==> src/rtl/axi4lite_regfile_slave.sv <==
// AXI4-Lite slave register file: N-1 read/write control registers plus a read-only status register at N-1.
// Define AXI4LITE_SLV_ERR_EN to answer writes to the status address with SLVERR instead of OKAY.
module axi4lite_regfile_slave #(
   parameter int                    ADDR_WIDTH = 2,
   parameter int                    DATA_WIDTH = 8,
   parameter logic [DATA_WIDTH-1:0] RESET_VAL  = '0
) (
   input  logic                                    clk,
   input  logic                                    rst_n,
   input  logic [ADDR_WIDTH-1:0]                   awaddr,
   input  logic                                    awvalid,
   output logic                                    awready,
   input  logic [DATA_WIDTH-1:0]                   wdata,
   input  logic                                    wvalid,
   output logic                                    wready,
   output logic [1:0]                              bresp,
   output logic                                    bvalid,
   input  logic                                    bready,
   input  logic [ADDR_WIDTH-1:0]                   araddr,
   input  logic                                    arvalid,
   output logic                                    arready,
   output logic [DATA_WIDTH-1:0]                   rdata,
   output logic [1:0]                              rresp,
   output logic                                    rvalid,
   input  logic                                    rready,
   input  logic [DATA_WIDTH-1:0]                   status_in,
   output logic [(2**ADDR_WIDTH-1)*DATA_WIDTH-1:0] regs_out
);

   localparam int                    N           = 2**ADDR_WIDTH;
   localparam logic [ADDR_WIDTH-1:0] STATUS_ADDR = '1;

   logic                  aw_held;
   logic [ADDR_WIDTH-1:0] aw_addr_q;
   logic                  w_held;
   logic [DATA_WIDTH-1:0] w_data_q;
   logic [DATA_WIDTH-1:0] regs [0:N-2];

   logic                  aw_hs;
   logic                  w_hs;
   logic                  ar_hs;
   logic                  commit;
   logic [ADDR_WIDTH-1:0] commit_addr;
   logic [DATA_WIDTH-1:0] commit_data;
   logic                  commit_to_status;
   logic [1:0]            wr_resp;
   logic [DATA_WIDTH-1:0] rd_sel;

   assign awready = !aw_held && !bvalid;
   assign wready  = !w_held && !bvalid;
   assign arready = !rvalid;
   assign rresp   = 2'b00;

   assign aw_hs = awvalid && awready;
   assign w_hs  = wvalid && wready;
   assign ar_hs = arvalid && arready;

   // A write commits on the edge where the later of the two channels arrives; the
   // earlier one is taken from its latch, the one arriving now straight off the bus.
   assign commit           = (aw_hs || aw_held) && (w_hs || w_held);
   assign commit_addr      = aw_hs ? awaddr : aw_addr_q;
   assign commit_data      = w_hs ? wdata : w_data_q;
   assign commit_to_status = (commit_addr == STATUS_ADDR);

`ifdef AXI4LITE_SLV_ERR_EN
   assign wr_resp = commit_to_status ? 2'b10 : 2'b00;
`else
   assign wr_resp = 2'b00;
`endif

   // NOTE: combinational blocks assign a default first so no path leaves rd_sel unassigned (no latch).
   always_comb begin
      rd_sel = status_in;
      for (int i = 0; i < N-1; i++) begin
         if (araddr == ADDR_WIDTH'(i)) rd_sel = regs[i];
      end
   end

   // Write address/data capture and write response.
   always_ff @(posedge clk or negedge rst_n) begin
      if (!rst_n) begin
         aw_held   <= 1'b0;
         aw_addr_q <= '0;
         w_held    <= 1'b0;
         w_data_q  <= '0;
         bvalid    <= 1'b0;
         bresp     <= 2'b00;
      end else if (commit) begin
         aw_held <= 1'b0;
         w_held  <= 1'b0;
         bvalid  <= 1'b1;
         bresp   <= wr_resp;
      end else begin
         if (aw_hs) begin
            aw_held   <= 1'b1;
            aw_addr_q <= awaddr;
         end
         if (w_hs) begin
            w_held   <= 1'b1;
            w_data_q <= wdata;
         end
         if (bvalid && bready) bvalid <= 1'b0;
      end
   end

   // NOTE: the register array is small control state that fabric sees at reset, so every entry is reset.
   always_ff @(posedge clk or negedge rst_n) begin
      if (!rst_n) begin
         for (int i = 0; i < N-1; i++) regs[i] <= RESET_VAL;
      end else if (commit && !commit_to_status) begin
         for (int i = 0; i < N-1; i++) begin
            if (commit_addr == ADDR_WIDTH'(i)) regs[i] <= commit_data;
         end
      end
   end

   // NOTE: non-blocking updates make a same-edge read see the register value from before the write.
   always_ff @(posedge clk or negedge rst_n) begin
      if (!rst_n) begin
         rvalid <= 1'b0;
         rdata  <= '0;
      end else if (ar_hs) begin
         rvalid <= 1'b1;
         rdata  <= rd_sel;
      end else if (rvalid && rready) begin
         rvalid <= 1'b0;
      end
   end

   for (genvar g = 0; g < N-1; g++) begin : g_regs_out
      assign regs_out[g*DATA_WIDTH +: DATA_WIDTH] = regs[g];
   end

endmodule

==> config.mk <==
export PLATFORM = sky130hd
export DESIGN_NAME = axi4lite_regfile_slave
export DESIGN_NICKNAME = d
export VERILOG_FILES = /design/src/rtl/axi4lite_regfile_slave.sv
export SDC_FILE = /design/constraint.sdc
export NUM_CORES = 1
export LEC_CHECK = 0
export CAP_MARGIN = 25
export CELL_PAD_IN_SITES_DETAIL_PLACEMENT = 2
export CELL_PAD_IN_SITES_GLOBAL_PLACEMENT = 2
export CORE_UTILIZATION = 35
export CTS_BUF_LIST = sky130_fd_sc_hd__clkbuf_4 sky130_fd_sc_hd__clkbuf_8
export DETAILED_ROUTE_END_ITERATION = 10
export DONT_BUFFER_PORTS = 1
export PLACE_DENSITY = 0.75
export SKIP_LAST_GASP = 1
export SLEW_MARGIN = 40
export SYNTH_ARGS = -nofsm -noshare
export SYNTH_HDL_FRONTEND = slang
export SYNTH_SLANG_ARGS = --single-unit
==> constraint.sdc <==
create_clock -name clk -period 4 [get_ports clk]
set_clock_uncertainty 0.1 [all_clocks]
set_input_delay 1 -clock clk [delete_from_list [all_inputs] [get_ports clk]]
set_output_delay 1 -clock clk [all_outputs]
set_load 0.02 [all_outputs]
After elaboration in Yosys (flattened, before gate mapping) --
Index checks and enable logic that the tools add are counted.
Cells by class: multiplexer cells 13, reduce and logical (&&, ||, !) cells 25, equality and inequality tests 5
Operator list (count):
- $mux 8 | 4
- $logic_and 1x1->1 | 9
- $mux 1 | 8
- $reduce_bool 2->1 | 4
- $eq 2x2->1 const B | 3
- $reduce_and 2->1 | 3
- $logic_not 1->1 | 5
- $eq 2x1->1 const B | 2
- $logic_not 2->1 | 2
- $logic_or 1x1->1 | 2
- $mux 2 | 1
Storage, ports and cells: bits in registers 46, logic and storage cells 53, bits of input ports 27, output and inout port bits 41

Logic depth before layout (Yosys ltp) --
depth in word-level cells 8, depth in mapped cells 5, gate-level depth less buffers 4

Least setup slack after synthesis --
No wires, ideal clock.
path type in2reg, start point input awvalid, end point register regs, in the netlist regs_out[0], setup time 0.125 ns, cell stages on the path 4, arrival 2.208 ns, buffers on the path 0, data required time 3.775 ns, slack 1.568 ns, path through nor3b_4 mux2i_1 a21boi_4 mux2_2
Between the ends: word-level cells in the longest chain between the ends 6, elaborated cells between the ends (all ways) 9, classes of those cells 1 x eq/ne; 1 x mux; 7 x reduce/logical
Ends and longest elaborated chain:
- start: declaration | RTL line 11 | input logic awvalid,
- $logic_and 1x1->1 (*) | RTL line 54 | assign aw_hs = awvalid && awready;
- $mux 2
- $eq 2x2->1 | RTL line 63 | assign commit_to_status = (commit_addr == STATUS_ADDR);
- $logic_not 1->1 | RTL line 110 | end else if (commit && !commit_to_status) begin
- $logic_and 1x1->1 | RTL line 110
- $reduce_and 2->1 (no source line) (*)
- end signal: indexed assignment | RTL line 112 | if (commit_addr == ADDR_WIDTH'(i)) regs[i] <= commit_data;
- end: declaration | RTL line 37 | logic [DATA_WIDTH-1:0] regs [0:N-2];
Mark *: on every way between the ends. The rest lies on a longest branch, timed or not. A chain may end at the register's enable or synchronous reset.

Worst setup path in the final report --
start point input awvalid, end point register regs, in the netlist regs_out[9]
The elaborated chain is that of the path after synthesis.

==> results.sh <==
export IMPL_status="finished, final reports clean"
export IMPL_synthesis_area_mm2=0.00214
export IMPL_floorplan_initialDensity_pct=36.1
export IMPL_drt_first_iter_violations=27
export IMPL_cts_tree="built"
export IMPL_slowest_delay_ns=0.54
export IMPL_place_hpwl_mm=3.55
export IMPL_power_switching_uw=813
export IMPL_port_buffer_count=0
export IMPL_crit_path_start_kind="input pin"
export IMPL_timing_worst_setup_path_type="in2reg"
export IMPL_ys_warnings_count=0
export IMPL_fp_dieH_um=80.1
export IMPL_gr_usage_met3_pct=7.95
export IMPL_cts_buffers=5
export IMPL_timing_max_cap_violations=0
export IMPL_final_nets=170
export IMPL_largest_delay_share_family_worst_path="simple AND/OR/NAND/NOR gates"
export IMPL_overflow=0
export IMPL_post_cts_resized_instances=0
export IMPL_power_density_cell_area_mw_per_mm2=876
export IMPL_worst_ep_arrival_time_ns=2.49
export IMPL_setup_tns_ns=0
export IMPL_biggest_area_contributors_in_the_synthesized_netlist="sky130_fd_sc_hd__dfrtp_1 (54%), sky130_fd_sc_hd__mux2_2 (26%), sky130_fd_sc_hd__mux4_2 (8.4%)"
export IMPL_fmax_mhz=416
export IMPL_cts_hold_repair_buffers=0
export IMPL_timing_hold_violations_final=0
export IMPL_cts_htree_levels=2
export IMPL_maxSlewHeadroom_pct=56.4
export IMPL_timing_hold_ws_ns=0.284
export IMPL_power_report_internal_total_uw=1200
export IMPL_worstPathCellList="nor3b_4 > or3b_1 > a21oi_2 > mux2_2"
export IMPL_unrepaired_setup_endpoints_after_global_routing="no"
export IMPL_endpoint="regs_out[9]"
export IMPL_worst_path_max_delay_cell="sky130_fd_sc_hd__a21oi_2"
export IMPL_netlist_area_leader_share_pct=53.9
export IMPL_worst_r2r_startpoint="bvalid"
export IMPL_p_leak_uw=0.000938
export IMPL_max_root_sink_buffers=2
export IMPL_top_usage_layer="met2"
export IMPL_number_of_standard_cells_after_synthesis=141
export IMPL_rr_worst_depth=4
export IMPL_crit_path_max_fanout=8
export IMPL_layout_commonest_cell="sky130_fd_sc_hd__mux2_2"
export IMPL_antenna_found_initial=0
export IMPL_detail_route_antenna_nets=0
export IMPL_cp_depth=4
export IMPL_root_buffer="sky130_fd_sc_hd__clkbuf_8"
export IMPL_rr_endpoint="regs_out[9]"
export IMPL_critPathBufInv=0
export IMPL_synth_yosys_seq_area_share_pct=53.9
export IMPL_grt_util_met2_pct=26.7
export IMPL_slew_violations=0
export IMPL_die_area_mm2=0.00642
export IMPL_most_used_cells_in_the_layout_excluding_fill_and_tap_cells="sky130_fd_sc_hd__mux2_2 (49), sky130_fd_sc_hd__dfrtp_1 (46), sky130_fd_sc_hd__mux4_2 (8), sky130_fd_sc_hd__clkbuf_8 (6)"
export IMPL_residual_drc_count=0
export IMPL_clock_sinks=46
export IMPL_gr_usage_met1_pct=18.2
export IMPL_netlist_cell_type_count=28
export IMPL_seqPwrFrac_pct=54.9
export IMPL_cp_data_required_time_ns=4.08
export IMPL_layout_drive_gt1_share_pct=50.0
export IMPL_routedWlPerCell_um=22.1
export IMPL_fillCellCount=595
export IMPL_setup_viol=0
export IMPL_r2r_setup_slack_ns=1.60
export IMPL_drt_wl_total_mm=4.84
export IMPL_maximum_number_of_pins_on_one_net_before_global_route_repair=47
export IMPL_critical_path_endpoint_type="flip-flop"
export IMPL_fp_row_count=28
export IMPL_post_route_util_pct=38.7
export IMPL_antennaDiodeCount=0
export IMPL_grt_usage_pct=16.3
export IMPL_first_pass_iters=5
export IMPL_die_w_um=80.1
export IMPL_gp_congestion=0.709
export IMPL_clkTransAtPathRegs_ns=0.09
export IMPL_post_synth_top_area_cell="sky130_fd_sc_hd__dfrtp_1"
export IMPL_first_global_vias=1298
export IMPL_max_slew_worst_pin_slew_ns=0.655
export IMPL_cts_setup_buffers=0
export IMPL_core_mm2=0.00592
export IMPL_count_of_vias_placed_by_the_detailed_router=1175
export IMPL_grt_first_pass_wirelength_mm=7.35
export IMPL_max_vdd_ir_drop_v=0.000244
export IMPL_min_period_over_period_pct=60.2
export IMPL_netSwitchingFraction_pct=40.5
export IMPL_clock_power_share_pct=14.6
export IMPL_comb_power_share_pct=30.4
export IMPL_hold_crit_class="in2async"
export IMPL_post_synthesis_to_final_layout_area_growth_pct=7.26
export IMPL_period_minus_slack_ns=2.41
export IMPL_clk_insertion_delay_late_ns=0.30
export IMPL_postSynthAreaPerCell_um2=15.2
export IMPL_critPathLaunch="awvalid"
export IMPL_synth_seq_cells=46
export IMPL_detail_route_vias_per_cell=5.37
export IMPL_io_pins=68
## per-stage QoR
| step | std cells | total power, uW | area (um^2) | worst slack, ns |
|---|---|---|---|---|
| after floorplan | 144 | 1570 | 2150 | 1.57 |
| after global placement | 211 | 1680 | 2190 | 1.32 |
| after detailed placement | 211 | 1750 | 2190 | 1.26 |
| after CTS | 219 | 2050 | 2290 | 1.58 |
| after global routing | 219 | 2140 | 2290 | 1.51 |
| final | 219 | 2010 | 2290 | 1.59 |
## worst reg2reg max path: stages, from the launching register on
cell and delay [ns]:
sky130_fd_sc_hd__dfrtp_1 0.54, sky130_fd_sc_hd__nor2_1 0.43, sky130_fd_sc_hd__and2_1 0.50, sky130_fd_sc_hd__mux2_2 0.43, sky130_fd_sc_hd__mux2_2 0.28
## worst min-delay path by stage
| stage | from | endpoint | slack, ns | depth (start not counted) |
|---|---|---|---|---|
| after floorplan | w_data_q[0] | w_data_q[0] | 0.38 | 1 |
| after global placement | w_data_q[0] | w_data_q[0] | 0.38 | 1 |
| after detailed placement | w_data_q[2] | w_data_q[2] | 0.40 | 1 |
| after CTS | rst_n | rdata[6] | 0.27 | 0 |
| after global routing | rst_n | regs_out[22] | 0.26 | 0 |
| final | rst_n | regs_out[22] | 0.28 | 0 |
## cells in the mapped netlist
library cell	n
sky130_fd_sc_hd__o211ai_1	1
sky130_fd_sc_hd__nor3_1	1
sky130_fd_sc_hd__mux2_2	49
sky130_fd_sc_hd__and2b_1	1
sky130_fd_sc_hd__nand3b_1	1
sky130_fd_sc_hd__conb_1	1
sky130_fd_sc_hd__a21oi_1	1
sky130_fd_sc_hd__nand2_1	1
sky130_fd_sc_hd__o21ai_1	1
sky130_fd_sc_hd__o21a_1	1
sky130_fd_sc_hd__buf_4	5
sky130_fd_sc_hd__inv_1	3
sky130_fd_sc_hd__and2_1	1
sky130_fd_sc_hd__mux4_2	8
sky130_fd_sc_hd__o21bai_1	1
sky130_fd_sc_hd__a21boi_4	1
sky130_fd_sc_hd__clkbuf_1	2
sky130_fd_sc_hd__a21oi_2	2
sky130_fd_sc_hd__buf_2	2
sky130_fd_sc_hd__o22ai_1	1
sky130_fd_sc_hd__dfrtp_1	46
sky130_fd_sc_hd__nor2b_1	2
sky130_fd_sc_hd__or3b_1	1
sky130_fd_sc_hd__o21ai_0	1
sky130_fd_sc_hd__nor2_1	4
sky130_fd_sc_hd__and2b_2	1
sky130_fd_sc_hd__nor3b_4	1
sky130_fd_sc_hd__mux2i_1	1
## kinds of logic (layout without fill, tap and decap cells)
kind of cell | Yosys count | after routing | share of synthesized area, %
other cells | 1 | 4 | 0.175
compound gates | 10 | 10 | 3.75
buf+inv | 12 | 12 | 3.10
flops | 46 | 46 | 53.9
simple gates | 14 | 14 | 4.39
mux | 58 | 58 | 34.7
## power groups by stage
stage / Combinational [uW] / Sequential, uW / Clock (uW)
4_1_cts: 623 / 1110 / 310
6_report: 612 / 1100 / 294
5_1_grt: 669 / 1140 / 323
3_5_place_dp: 623 / 1120 / 0
2_1_floorplan: 529 / 1040 / 0
3_3_place_gp: 578 / 1100 / 0
## routing by layer
metal	up-vias	wire, um	share of wire [%]
met4	0	59	1.2
met1	619	1820	38
met5	-	0	0
met3	6	475	9.8
met2	47	2480	51
li1	503	-	-
## flip-flops by register name, indices dropped and copies added (netlist names)
signal / cells
aw_addr_q: 2
aw_held: 1
bvalid: 1
rdata: 8
regs_out: 24
rvalid: 1
w_data_q: 8
w_held: 1
## area by class of cell
type / instances / area (um^2) / share of cell area [%]
clock inverters: 2 / 12.5 / 0.546
flip-flops and latches: 46 / 1150 / 50.2
multi-input cells: 86 / 933 / 40.7
clock buffers: 6 / 82.6 / 3.60
inverters: 3 / 11.3 / 0.491
repair buffers: 1 / 7.51 / 0.328
well taps: 75 / 93.8 / 4.09
Power figures use the tool's default switching activity.
